$ cat src/rtl/udsp_pkg.sv
// Shared uDSP definitions: frame sequencer state encoding, sample packing
// constants and the data-memory geometry defaults used by the core.
package udsp_pkg;

   typedef enum logic [2:0] {
      IDLE,
      READ,
      WRITE,
      START,
      RUN
   } seq_state_t;

   localparam int SAMPLE_W  = 24;
   localparam int FRAC_PAD  = 12;
   localparam int DEF_DAW   = 10;
   localparam int DEF_DWW   = 36;
   localparam int RUN_CNT_W = 16;

   // Width of a counter that must be able to hold the value n itself.
   function automatic int cnt_width(input int n);
      return (n < 1) ? 1 : $clog2(n + 1);
   endfunction

endpackage

$ cat src/rtl/dsp_frame_sequencer.sv
// Per-frame sample exchange with the uDSP data memory, followed by a start
// pulse and a fixed-length program pass during which the side port is released.
module dsp_frame_sequencer
   import udsp_pkg::*;
#(
   parameter int             DAW      = DEF_DAW,
   parameter int             DWW      = DEF_DWW,
   parameter int             SW       = SAMPLE_W,
   parameter int             NCH      = 8,
   parameter logic [DAW-1:0] IN_BASE  = 10'h000,
   parameter logic [DAW-1:0] OUT_BASE = 10'h080,
   parameter int             PROG_LEN = 512
) (
   input  logic              clk,
   input  logic              reset,
   input  logic              sample_tick,
   input  logic [NCH*SW-1:0] in_samples,
   output logic [NCH*SW-1:0] out_samples,
   output logic              out_valid,
   output logic              start,
   output logic              mem_own,
   output logic [DAW-1:0]    mem_addr,
   output logic [DWW-1:0]    mem_wdata,
   output logic              mem_we,
   input  logic [DWW-1:0]    mem_rdata,
   output logic              overrun
);

   localparam int                   CW       = cnt_width(NCH);
   localparam logic [CW-1:0]        CNT_NCH  = CW'(NCH);
   localparam logic [CW-1:0]        CNT_LAST = CW'(NCH - 1);
   localparam logic [RUN_CNT_W-1:0] RUN_LAST = RUN_CNT_W'(PROG_LEN - 1);

   seq_state_t           state;
   logic [CW-1:0]        chan_cnt;
   logic [CW-1:0]        chan_next;
   logic [RUN_CNT_W-1:0] run_cnt;
   logic [NCH*SW-1:0]    in_buf;
   logic [NCH*SW-1:0]    rd_buf;
   logic [NCH*SW-1:0]    rd_merged;
   logic [SW-1:0]        rd_word;
   logic [SW-1:0]        wr_sample;
   logic [DWW-1:0]       wr_word;

   assign chan_next = chan_cnt + CW'(1);
   assign rd_word   = mem_rdata[DWW-1 -: SW];
   assign wr_word   = DWW'({wr_sample, {FRAC_PAD{1'b0}}});

   // Sample for the write slot being loaded at the next edge; slot 0 on READ exit.
   always_comb begin
      wr_sample = in_buf[SW-1:0];
      if (state == WRITE && chan_next < CNT_NCH) begin
         wr_sample = in_buf[int'(chan_next)*SW +: SW];
      end
   end

   // The final word arrives in the same cycle out_samples is loaded, so it
   // bypasses the capture buffer.
   always_comb begin
      rd_merged = rd_buf;
      rd_merged[(NCH-1)*SW +: SW] = rd_word;
   end

   // All memory-side outputs are registered and loaded one edge ahead, so the
   // address for slot k is on the port during the cycle chan_cnt == k.
   always_ff @(posedge clk) begin
      if (reset) begin
         state       <= IDLE;
         chan_cnt    <= '0;
         run_cnt     <= '0;
         in_buf      <= '0;
         rd_buf      <= '0;
         out_samples <= '0;
         out_valid   <= 1'b0;
         start       <= 1'b0;
         mem_own     <= 1'b1;
         mem_addr    <= '0;
         mem_wdata   <= '0;
         mem_we      <= 1'b0;
         overrun     <= 1'b0;
      end else begin
         out_valid <= 1'b0;
         start     <= 1'b0;

         if (sample_tick && state != IDLE) begin
            overrun <= 1'b1;
         end

         case (state)
            IDLE: begin
               mem_own <= 1'b1;
               if (sample_tick) begin
                  in_buf   <= in_samples;
                  chan_cnt <= '0;
                  mem_addr <= OUT_BASE;
                  state    <= READ;
               end
            end

            READ: begin
               if (chan_cnt != '0) begin
                  rd_buf[(int'(chan_cnt)-1)*SW +: SW] <= rd_word;
               end
               if (chan_cnt == CNT_NCH) begin
                  out_samples <= rd_merged;
                  out_valid   <= 1'b1;
                  chan_cnt    <= '0;
                  mem_we      <= 1'b1;
                  mem_addr    <= IN_BASE;
                  mem_wdata   <= wr_word;
                  state       <= WRITE;
               end else begin
                  chan_cnt <= chan_next;
                  mem_addr <= (chan_next == CNT_NCH) ? '0 : OUT_BASE + DAW'(chan_next);
               end
            end

            WRITE: begin
               if (chan_cnt == CNT_LAST) begin
                  chan_cnt  <= '0;
                  mem_we    <= 1'b0;
                  mem_addr  <= '0;
                  mem_wdata <= '0;
                  mem_own   <= 1'b0;
                  start     <= 1'b1;
                  state     <= START;
               end else begin
                  chan_cnt  <= chan_next;
                  mem_addr  <= IN_BASE + DAW'(chan_next);
                  mem_wdata <= wr_word;
               end
            end

            START: begin
               run_cnt <= '0;
               mem_own <= 1'b0;
               state   <= RUN;
            end

            RUN: begin
               if (run_cnt == RUN_LAST) begin
                  run_cnt <= '0;
                  mem_own <= 1'b1;
                  state   <= IDLE;
               end else begin
                  run_cnt <= run_cnt + RUN_CNT_W'(1);
               end
            end

            default: begin
               mem_own <= 1'b1;
               mem_we  <= 1'b0;
               state   <= IDLE;
            end
         endcase
      end
   end

endmodule
$ cat config.mk
export PLATFORM = sky130hd
export DESIGN_NAME = dsp_frame_sequencer
export DESIGN_NICKNAME = d
export VERILOG_FILES = /design/src/rtl/udsp_pkg.sv /design/src/rtl/dsp_frame_sequencer.sv
export SDC_FILE = /design/constraint.sdc
export NUM_CORES = 1
export LEC_CHECK = 0
export ABC_AREA = 0
export CORE_ASPECT_RATIO = 2
export CORE_UTILIZATION = 50
export DETAILED_ROUTE_END_ITERATION = 12
export HOLD_SLACK_MARGIN = 0.06
export PLACE_DENSITY = 0.77
export SKIP_CTS_REPAIR_TIMING = 1
export SYNTH_ARGS = -nofsm -noshare
export SYNTH_HDL_FRONTEND = slang
export SYNTH_SLANG_ARGS = --single-unit
$ cat constraint.sdc
create_clock -name clk -period 9.43 [get_ports clk]
set_input_delay 0.943 -clock clk [delete_from_list [all_inputs] [get_ports clk]]
set_output_delay 0.943 -clock clk [all_outputs]
set_load 0.03 [all_outputs]
* Yosys cells after proc, flatten, opt, wreduce, memory -nomap -nowiden *
Index checks and enable logic that the tools add are counted.

storage, ports and cells
  register bits = 650
  bits of input ports = 231
  output and inout port bits = 243
  logic and storage cells = 86

cells by class
  add/sub/neg operators = 5
  multiply operators = 2
  $lt $le $gt $ge = 1
  equality and inequality tests = 12
  shift operators = 3
  multiplexer cells = 28
  bitwise logic cells = 3
  reductions and logical operators = 19

operators by type and width
  operator                     number
  $bwmux W192                  1
  $shift A24 B33 Y192 const A  1
  $shiftx A192 B10 Y24         1
  $shiftx A24 B33 Y192         1
  $mux W36                     2
  $pmux W36 S2                 1
  $neg A11 Y33                 1
  $pmux W16 S2                 1
  $pmux W10 S3                 1
  $mux W24                     1
  $mux W9                      2
  $add A16 B1 Y16 const B      1
  $eq A16 B9 Y1 const B        1
  $mux W16                     1
  $mux W4                      4
  $pmux W3 S5                  1
  $mux W3                      4
  $pmux W4 S3                  1
  $mux W10                     1
  $reduce_and A2 Y1            5
  $add A8 B4 Y9 const A        1
  $eq A4 B4 Y1 const B         2
  $mul A5 B3 Y8 const B        1
  $eq A3 B2 Y1 const B         2
  22 further kinds             35

* Logic depth before layout (Yosys ltp) *
Gate-level depths: netlist (run 1).

  depth in word-level cells = 6
  mapped depth = 29
  depth with buffers taken out = 23

* Least setup slack after synthesis (run 1) *
OpenSTA, ideal clock, no wires.

  path kind = register to register
  from = register chan_cnt[0]
  to = register rd_buf[24]
  library setup time = 0.128 ns
  arrival = 6.302 ns
  required time = 9.302 ns
  slack = 3.000 ns
  stages on the path, launching flop included = 25
  buffers on the path = 5
  clock period less this slack = 6.430 ns
  cells stage by stage = dfxtp_1 -> clkbuf_1 -> inv_1 -> clkbuf_1 -> ha_1 -> clkbuf_1 -> inv_1 -> clkbuf_1 -> clkbuf_1 -> ha_1 -> ha_1 -> inv_1 -> fa_1 -> nand2b_1 -> nor3_4 -> nand4_1 -> ha_1 -> nor4b_2 -> nand4_1 -> or3_1 -> a311oi_4 -> a21oi_2 -> a2111oi_4 -> mux2i_1 -> nor2_1

on the way
  cells in the longest elaborated chain, start to end = 5
  elaborated cells between the ends (all ways) = 8
  those cells by class = add/sub: 2; mul: 1; shift: 2; mux: 1; reduce/logical: 2

RTL lines
  element                                                      RTL line                    RTL
  start: declaration                                           dsp_frame_sequencer.sv:35   logic [CW-1:0] chan_cnt;
  start signal: assignment                                     dsp_frame_sequencer.sv:113  chan_cnt <= chan_next;
  start signal: assignment                                     dsp_frame_sequencer.sv:128  chan_cnt <= chan_next;
  $sub A4 B1 Y5                                                dsp_frame_sequencer.sv:102  rd_buf[(int'(chan_cnt)-1)*SW +: SW] <= rd_word;
  $mul A5 B3 Y8                                                dsp_frame_sequencer.sv:102
  $neg A11 Y33                                                 dsp_frame_sequencer.sv:102
  $shiftx A24 B33 Y192 or $shift A24 B33 Y192 (tied branches)  dsp_frame_sequencer.sv:102
  $bwmux W192                                                  dsp_frame_sequencer.sv:102
  end signal: indexed assignment                               dsp_frame_sequencer.sv:102
  end: declaration                                             dsp_frame_sequencer.sv:39   logic [NCH*SW-1:0] rd_buf;

Parallel ways exist; a longest one is shown, timed or not.
A chain may end at the register's enable or synchronous reset.

* Worst setup path after layout (run 1) *
  from = register chan_cnt[0]
  to = register rd_buf[157]

Same word-level chain as after synthesis.

==> results of run 1 <==
-- worst max-delay path: stages (launching register included) --
cell,delay (ns)
dfxtp_4,0.77
inv_1,0.60
ha_1,0.43
xnor2_2,0.44
clkinv_1,0.44
ha_1,0.42
ha_1,0.18
inv_1,0.06
fa_1,0.42
nor2b_1,0.17
o21ai_2,0.15
nand2_1,0.09
o21ai_0,0.07
and3_1,0.21
o21ai_0,0.29
ha_1,0.35
nor4b_2,0.25
nand4_1,0.13
or3_1,0.39
a311oi_4,0.57
a21oi_2,0.20
a211o_1,0.39
nor3_1,0.73
a22o_1,0.24
-- sequential cells by signal (all words and copies together), names as in the netlist --
signal	cells
mem_wdata	24
mem_addr	5
chan_cnt	4
out_valid	1
mem_we	1
overrun	1
mem_own	1
rd_buf	168
in_buf	192
state	3
start	1
run_cnt	16
out_samples	192
-- kinds of logic after synthesis --
kind of cell,share of synthesized area [%]
and+or+nand+nor,21.3
DFF,47.6
xor gates and xnor gates,1.01
muxes,8.92
buffers and inverters,4.25
adders and majority gates,1.01
other,0.0147
AOI/OAI and AO/OA,15.8
-- cells in the mapped netlist (all sizes together) (2+ instances only) --
master	instances
nand4	15
o31a	2
nor3	33
nor2	239
nor4	7
a22oi	23
dfxtp	609
buf	38
nand3	78
xnor2	10
inv	27
nor2b	8
or3	8
a22o	38
a2111oi	3
o2bb2ai	15
a32o	5
nand3b	6
mux4	48
xor2	12
o21ai	51
ha	19
nand4b	3
o32ai	2
or2	4
a311oi	2
nand2b	4
a211oi	42
nand2	901
a31oi	10
mux2i	110
o31ai	3
clkbuf	202
mux2	9
and2	2
a21oi	491
nor3b	7
clkinv	2
and3	14
-- cells in the final DEF, fill, tap and decap left out, types with 17 or more instances in the layout --
| master | Yosys | layout |
|---|---|---|
| a211oi_1 | 41 | 41 |
| a21oi_1 | 488 | 488 |
| a22o_1 | 38 | 38 |
| a22oi_1 | 23 | 23 |
| buf_4 | 17 | 23 |
| clkbuf_16 | 0 | 51 |
| clkdlybuf4s50_1 | 0 | 443 |
| conb_1 | 1 | 17 |
| dfxtp_1 | 609 | 608 |
| ha_1 | 19 | 18 |
| inv_1 | 27 | 27 |
| mux2i_1 | 110 | 110 |
| mux4_2 | 48 | 48 |
| nand2_1 | 897 | 896 |
| nand3_1 | 78 | 78 |
| nor2_1 | 234 | 232 |
| nor3_1 | 30 | 30 |
| o21ai_0 | 40 | 40 |
-- routing by layer --
| layer | part of all wire [%] | vias to the layer above | track usage, % |
|---|---|---|---|
| li1 | - | 11100 | - |
| met1 | 34 | 11000 | 34.1 |
| met2 | 51 | 919 | 61.2 |
| met3 | 5.3 | 241 | 4.84 |
| met4 | 9.9 | 2 | 30.4 |
| met5 | 0.014 | - | 0 |
-- cell type report --
class | count | area, um2
Antenna cell | 2 | 5.00
Clock buffer | 70 | 1490
Clock inverter | 15 | 238
Fill cell | 4338 | 18300
Inverter | 29 | 109
Multi-Input combinational cell | 2256 | 12400
Sequential cell | 609 | 12200
Tap cell | 649 | 812
Timing Repair Buffer | 468 | 4640
-- worst paths after layout --
check	from	end	slack, ns	depth (start not counted)
max reg2reg	chan_cnt[0]	rd_buf[157]	1.34	23
max	chan_cnt[0]	rd_buf[157]	1.34	23
min reg2reg	in_buf[191]	in_buf[191]	0.45	2
min	in_buf[191]	in_buf[191]	0.45	2
-- power by group --
group          internal (uW)  switching [uW]  leakage (uW)  total (uW)
Combinational            565            1280       0.00497        1840
Sequential              2660            74.6       0.00494        2740
Clock                   1260             943      0.000849        2200
Total                   4490            2300        0.0108        6780
-- stage by stage --
step	instances	utilization (%)	hold WS (ns)	instance area (um2)	total power, uW
final	4098	63.6	0.452	31900	6780
after global routing	4098	63.6	0.462	31900	7020
after CTS	4096	63.6	0.451	31900	6780
after detailed placement	4011	60.2	0.444	30200	4610
after global placement	4011	60.2	0.439	30200	4590
after floorplan	3134	-	0.430	25700	3920
==> results.md, run 1 <==
- Global-route wire length before repair: roughly 130 mm
- MaxCap Viol Count: 0
- Synth Instances: 3118
- Slew Viols, Final: 0
- Vias in the first global route: between 20k and 25k
- Synthesized cell area: around 26000 um2
- Starting Density: just over 50%
- Post-synth EDFFs: 0
- Power Dens Cells: approximately 210 nW/um2
- Die ar.: approximately 52000 um2
- Total gr overflow: 0
- Final hold violations: 0
- DR vias/cell: around 5.7
- TritonCTS clock tree: built
- CP required: about 10 ns
- Period minus WS final: approximately 8.1 ns
- Clock Skew: 0.0109 ns
- Remaining DRCs: 0
- Netlist cell types: 77
- Gr usage total: 34.2%
- Routed WL per cell: 22.0 um
- Die H: roughly 320 um
- GPL Wtd Cong: ~0.99
- Status: finished, final reports clean
- Ys flop type: dfxtp_1
- H-tree depth: 2
- Worst skew pair latency: 0.59 ns
- Iteration-0 DRC Markers: ~1.9k
- Hpwl dp: 67.3 mm
- Peak VDD IR: between 0.1 and 0.15 mV
- Pre-antenna DRT Iters: 8
- Vias: roughly 23k
- Setup slack after layout: 1.34 ns
- Post-synthesis async set-or-reset flop share: 0%
- Worst slew pin tran: approximately 1.3 ns
- DIE WIDTH: between 150 and 200 um
- Seq/Total Area, Yosys: 47.6%
- Initial antenna violation count: 3
- Top cell type by total area after synthesis: dfxtp_1
- Buffers on Ports: roughly 440
- Type of the tightest min-delay check: reg2reg
- Setup WS pre-CTS: around 1.5 ns
- Flops & latches, synth: around 600
- Total Nets Final: roughly 3.7k
- Layout cells sized above 1: approximately 5.8%
- Layout Area Growth over Synthesis: 24.8%
- Total negative setup slack: 0 ns
- RSZ-0062 raised after global routing: false
- Worst slew margin: between 10% and 20%
- Final setup viols: 0
- Critical path class: reg2reg
- I/O pins: between 400 and 500
- Arrival time worst endpoint: between 8 and 9 ns
- Root Driver: clkbuf_16
- CTS clk-pin slew, worst paths: ~0.070 ns
- Final period util: 85.8%
- Mean post-synth cell area: about 8.2 um2
- Placeable Area: 50200 um2
- Fmax: 124 MHz
- Share of the synthesized area in the top cell type: 47.6%
- # rows: 116
- Synth area leaders: dfxtp_1 (48%), nand2_1 (13%), a21oi_1 (9.5%)
- CP Max Fanout: 53
- Clock buffer depth: 3
- Ys Warns: 0
- Sink Count: 609
- Startpoint types: register
- Pleak: 0.0108 uW
- Setup crit end kind: register
- Cts bufs inserted: 50
- Largest net degree at the start of global routing: 226
- Drt total wl: 90.2 mm
- DRT antenna net count: 0
Power figures use the tool's default switching activity.
==> inputs of run 2 (changes only) <==
--- a/config.mk
+++ b/config.mk
@@ -7,10 +7,10 @@
 export LEC_CHECK = 0
 export ABC_AREA = 0
 export CORE_ASPECT_RATIO = 2
-export CORE_UTILIZATION = 50
+export CORE_UTILIZATION = 45
 export DETAILED_ROUTE_END_ITERATION = 12
-export HOLD_SLACK_MARGIN = 0.06
-export PLACE_DENSITY = 0.77
+export HOLD_SLACK_MARGIN = 0.15
+export PLACE_DENSITY = 0.7
 export SKIP_CTS_REPAIR_TIMING = 1
 export SYNTH_ARGS = -nofsm -noshare
 export SYNTH_HDL_FRONTEND = slang
==> run 2 against run 1 <==
Net effect:
- non-clock buffer count rose by 3
- register-to-register slack improved by 0.85 ns
- sequential share of layout area fell by 0.27 points
- via count fell by 1.5%
- first-iteration DRC count fell by 12%
- count of clock-buffer cells in the layout rose by 3
- utilization fell by 6.3 points
- clock power rose by 4%
- worst setup slack improved by 0.85 ns
- global-route usage fell by 3.6 points
- cell count rose by 2.8%
- clock skew rose by 0.0058 ns
- largest cell class unchanged
==> results.md, run 2 (synthesis gave the netlist of run 1 again) <==
- Slew Viols, Final: 0
- GPL Wtd Cong: about 1.0
- Clock buffer depth: 3
- CP Depth: 21
- Die ar.: approximately 58000 um2
- DIE WIDTH: 171 um
- Critical path's most frequent cell: ha_1
- Fmax: ~140 MHz
- Fillers: roughly 5.2k
- Clock power share: 33.4%
- Crit path capture: rd_buf[133]
- Drt total wl: 89.6 mm
- Total Nets Final: 3669
- Worst Setup SP: chan_cnt[0]
- Most frequent cells in the layout: nand2_1 (896), dfxtp_1 (608), a21oi_1 (488)
- Pre-antenna DRT Iters: 6
- Largest regs: in_buf (192), out_samples (192), rd_buf (168)
- Worst slew margin: between 10% and 20%
- Sink Count: 609
- Root Driver: clkbuf_16
- Global-route wire length before repair: approximately 130 mm
- Setup slack after layout: ~2.2 ns
- Type of the tightest min-delay check: reg2reg
- Switching part of the total: 34.1%
- Die H: ~340 um
- Initial antenna violation count: 5
- Status: finished, final reports clean
- Remaining DRCs: 0
- CP required: a little under 10 ns
- Most common cell after layout, fill and taps aside: nand2_1
- Crit-path leading delay family: simple AND/OR/NAND/NOR gates
- DR vias/cell: roughly 5.4
- Buffers on Ports: 444
- Worst slew pin tran: between 1 and 1.5 ns
- Peak VDD IR: between 0.1 and 0.15 mV
- RSZ-0062 raised after global routing: false
- Pleak: ~0.011 uW
- Power Internal: about 4500 uW
- H-tree depth: 2
- Net load switching power: ~2300 uW
- TritonCTS clock tree: built
- Final setup viols: 0
- Final period util: between 70% and 80%
- Part of the power in registers: about two fifths
- Setup crit end kind: register
- R2R Setup Slk: 2.19 ns
- Cts bufs inserted: 51
- Total gr overflow: 0
- Vias: between 20k and 25k
- Worst skew pair latency: a little over 0.6 ns
- Power Dens Cells: about 210 nW/um2
- Setup WS pre-CTS: around 2.2 ns
- Layout Area Growth over Synthesis: 25.7%
- Share of total power in combinational logic: a little over a quarter
- Total negative setup slack: 0 ns
- Gr usage total: between 30% and 40%
- MaxCap Viol Count: 0
- Hpwl dp: 65.3 mm
- Starting Density: approximately 46%
- # rows: ~120
- Placeable Area: 56200 um2
- Reg2reg end: rd_buf[133]
- Startpoint types: register
- Critical-path cell list: inv_1 -> ha_1 -> xnor2_2 -> clkinv_1 -> ha_1 -> ha_1 -> inv_1 -> fa_1 -> nor2b_1 -> o21ai_2 -> xor2_4 -> nand4_1 -> ha_1 -> nor4b_2 -> nand4_1 -> or3_1 -> a311oi_4 -> nand2_2 -> nor3_1 -> nand3_1 -> a21oi_1
- Critical path class: reg2reg
- I/O pins: between 400 and 500
- Period minus WS final: ~7.2 ns
- Max stage delay on crit path: between 0.9 and 1 ns
- Largest net degree at the start of global routing: between 200 and 250
- Routed WL per cell: 21.3 um
- CP Max Fanout: between 50 and 60
- CTS clk-pin slew, worst paths: approximately 0.070 ns
- PnR Total Power: 6840 uW
- Vias in the first global route: 22.0k
- Final hold violations: 0
- Layout cells sized above 1: 6.01%
- Cell count of the worst reg-to-reg path: 21
- CP max stage cell: nor3_1
- Iteration-0 DRC Markers: 1656
- DRT antenna net count: 0
- Arrival time worst endpoint: 7.77 ns
- Clock Skew: ~0.017 ns
- Hold_ws: 0.453 ns
- Critical R2R Launch: chan_cnt[0]
- Bufs and invs on worst path: 3
==> run 2: cell count changes in the layout (fill, tap and decap cells not counted), sizes merged <==
cell    before  now
buf         25   28
bufinv       6    7
clkbuf      70   73
clkinv       7   13
==> run 2: area by class of cell <==
cell class	instances	area, um2	share of cell area, %
clock inverter	22	334	1.04
multi-input combinational	2256	12400	38.7
tap	750	938	2.92
clock buffer	73	1470	4.57
antenna	2	5.00	0.0156
inverter	29	109	0.338
sequential	609	12200	37.9
timing repair buffer	471	4660	14.5
==> run 2: how the worst min path moves through the flow <==
stage,from,endpoint,cells after the start,slack [ns]
detailed placement,rd_buf[32],out_samples[32],2,0.44
global placement,rd_buf[164],out_samples[164],2,0.44
floorplan,rd_buf[33],rd_buf[33],2,0.43
finish,in_buf[58],in_buf[58],2,0.45
CTS,rd_buf[32],out_samples[32],2,0.45
global route,out_samples[111],out_samples[111],2,0.47
==> run 2: metrics by stage <==
step	cell area, um2	util [%]	instances
after detailed placement	30400	54.0	4115
after global routing	32200	57.3	4212
after CTS	32200	57.3	4210
after floorplan	25700	-	3134
final	32200	57.3	4212
after global placement	30400	54.0	4115
==> run 2: worst min-delay path, stage by stage (launching register included) <==
cell and delay [ns]:
dfxtp_1 0.31, nand2_1 0.05, a21oi_1 0.05
==> run 2: layer usage <==
layer / share of wire (%) / track usage (%) / vias to the layer above
met5: 0.054 / 0 / -
met2: 51 / 54.3 / 826
met3: 6.4 / 6.09 / 214
li1: - / - / 11100
met1: 34 / 30.8 / 10700
met4: 8.9 / 24.5 / 6
==> run 2: power groups by stage <==
stage | sequential, uW | combinational (uW) | clock (uW)
floorplan | 2770 | 1150 | 0
global placement | 2790 | 1800 | 0
detailed placement | 2790 | 1800 | 0
CTS | 2730 | 1810 | 2330
global route | 2740 | 1940 | 2420
finish | 2730 | 1820 | 2290
==> inputs of run 3 (changes only) <==
--- a/config.mk
+++ b/config.mk
@@ -10,7 +10,7 @@
 export CORE_UTILIZATION = 45
 export DETAILED_ROUTE_END_ITERATION = 12
 export HOLD_SLACK_MARGIN = 0.15
-export PLACE_DENSITY = 0.7
+export PLACE_DENSITY = 0.73
 export SKIP_CTS_REPAIR_TIMING = 1
 export SYNTH_ARGS = -nofsm -noshare
 export SYNTH_HDL_FRONTEND = slang
==> constraint.sdc (replaced) <==
create_clock -name clk -period 6.5 [get_ports clk]
set_input_delay 0.65 -clock clk [delete_from_list [all_inputs] [get_ports clk]]
set_output_delay 0.65 -clock clk [all_outputs]
set_load 0.03 [all_outputs]
==> run 3 against run 2 <==
Net effect:
- count of clock-buffer cells in the layout decreased by 2
- sequential power increased by 44%
- global-route usage increased by 0.49 points
- wire length increased by 1.5%
- final area increased by 0.61%
- power increased by 47%
- register-to-register slack got worse by 1.4 ns
- via count increased by 0.65%
- maximum frequency increased by 26%
- largest power group unchanged
- worst hold slack got worse by 0.0026 ns
- flip-flop and latch count unchanged
- clock power increased by 45%
==> results.md, run 3 (synthesis gave the netlist of run 1 again) <==
- R2R Setup Slk: between 0.7 and 0.8 ns
- Critical path class: reg2reg
- RSZ-0062 raised after global routing: false
- Routed wl met2: approximately 46 mm
- Register area: between 10000 and 15000 um2
- Routed WL per cell: roughly 21 um
- DR vias/cell: 5.46
- Startpoint types: register
- Pre-antenna DRT Iters: 6
- Total negative setup slack: 0 ns
- Type of the tightest min-delay check: reg2reg
- CP Max Fanout: 8
- GPL Wtd Cong: just over 1
- CTS clk-pin slew, worst paths: approximately 0.07 ns
- CP max stage cell: o32ai_4
- M1 wire length: just over 30 mm
- Most frequent cells in the layout: nand2_1 (896), dfxtp_1 (608), a21oi_1 (488)
- Largest net degree at the start of global routing: between 150 and 200
- Final period util: between 80% and 90%
- Hold path depth: 2
- Critical-path cell list: inv_1 -> ha_1 -> nor3b_1 -> ha_1 -> ha_1 -> a21oi_1 -> nand2_1 -> xnor2_1 -> nand4_1 -> ha_1 -> nor4b_2 -> nand4_1 -> or3_1 -> a311oi_1 -> nand2_1 -> o32ai_4 -> mux2i_1 -> nor2_1
- Setup crit end kind: register
- Clock buffer depth: 3
- Non-filler cells, final: 4231
- TritonCTS clock tree: built
- Worst slew pin tran: between 1 and 1.5 ns
- Die ar.: 57900 um2
- Status: finished, final reports clean
- Clock Skew: 0.0168 ns
- Buffers on Ports: approximately 440
- Layout cells sized above 1: approximately 6.6%
- Hpwl dp: 65.6 mm
- Gr usage total: between 30% and 40%
- Remaining DRCs: 0
- Placed cells: 4134
- Period minus WS final: around 5.7 ns
- Vias: approximately 23k
- Reg2reg end: rd_buf[75]
- Power Dens Cells: ~310 nW/um2
- Fillers: 5154
- Cts bufs inserted: between 50 and 60
- Fmax: about 170 MHz
- WHS Endpoint: out_samples[37]
- Met3 routed WL: about 6.3 mm
- Layout Area Growth over Synthesis: 26.4%
- Multi-input combinational cell area: ~12000 um2
- Starting Density: a little under half
- Die H: 339 um
- Initial antenna violation count: 7
- DIE WIDTH: around 170 um
- Hold Startpoint: rd_buf[37]
- Slew Viols, Final: 0
- Cell count of the worst reg-to-reg path: 18
- Sink Count: just over 600
- Global-route wire length before repair: between 100 and 150 mm
- Drt total wl: between 90 and 100 mm
- Root Driver: clkbuf_16
- Hold_ws: approximately 0.45 ns
- Most common cell after layout, fill and taps aside: nand2_1
- Vias in the first global route: approximately 22k
- H-tree depth: 2
- Critical R2R Launch: chan_cnt[1]
- Largest regs: in_buf (192), out_samples (192), rd_buf (168)
- Critical path's most frequent cell: ha_1
- Placeable Area: roughly 56000 um2
- Total gr overflow: 0
- Final hold violations: 0
- Arrival time worst endpoint: 6.20 ns
- Total Nets Final: about 3.7k
- Final setup viols: 0
- I/O pins: ~470
- Worst slew margin: 23.5%
- Pleak: 0.0109 uW
- Max stage delay on crit path: between 0.6 and 0.7 ns
- CP required: between 6 and 7 ns
- Peak VDD IR: ~0.23 mV
- Iteration-0 DRC Markers: about 1.7k
- MaxCap Viol Count: 0
- DRT antenna net count: 0
- Max Used Layer: met5
- Worst skew pair latency: 0.61 ns
- # rows: 123
-- run 3: how the worst max path moves through the flow --
stage | startpoint | endpoint | slack, ns
after floorplan | chan_cnt[0] | rd_buf[24] | 0.07
after global placement | chan_cnt[2] | rd_buf[77] | 0.90
after detailed placement | chan_cnt[1] | rd_buf[75] | 0.81
after CTS | chan_cnt[1] | rd_buf[79] | 0.75
after global routing | chan_cnt[1] | rd_buf[90] | 0.33
final | chan_cnt[1] | rd_buf[75] | 0.75
-- run 3: report_power, final --
part	internal, uW	switching (uW)
Combinational	872	1890
Sequential	3860	81.5
Clock	1900	1430
-- run 3: final cells by class --
type | instances | area share, %
Tap cell | 750 | 2.90
Sequential cell | 609 | 37.7
Timing Repair Buffer | 490 | 15.0
Inverter | 29 | 0.336
Clock inverter | 23 | 0.959
Clock buffer | 71 | 4.65
Multi-Input combinational cell | 2256 | 38.4
Antenna cell | 3 | 0.0232
-- run 3: critical path, delay by kind of cell (launching register included) --
family                   cells  cell delay, ns
XOR/XNOR                     1            0.57
flip-flops                   1            0.34
AO/OA/AOI/OAI                3            1.35
adder cells (fa/ha/maj)      4            1.26
buffers and inverters        1            0.14
AND/OR/NAND/NOR              8            1.68
multiplexers                 1            0.27
-- run 3: through the flow --
step / cell area [um2] / setup slack, ns / power [uW] / util [%]
6_report: 32400 / 0.752 / 10000 / 57.6
5_1_grt: 32400 / 0.330 / 10400 / 57.6
4_1_cts: 32400 / 0.753 / 10100 / 57.6
3_5_place_dp: 30500 / 0.812 / 6750 / 54.4
3_3_place_gp: 30500 / 0.901 / 6740 / 54.4
2_1_floorplan: 25700 / 0.0705 / 5690 / -
-- run 3: per-layer routing --
layer,GRT usage (%),vias up
met4,23.2,8
met1,31.2,10800
met5,0,-
met2,55.2,836
li1,-,11200
met3,7.37,239
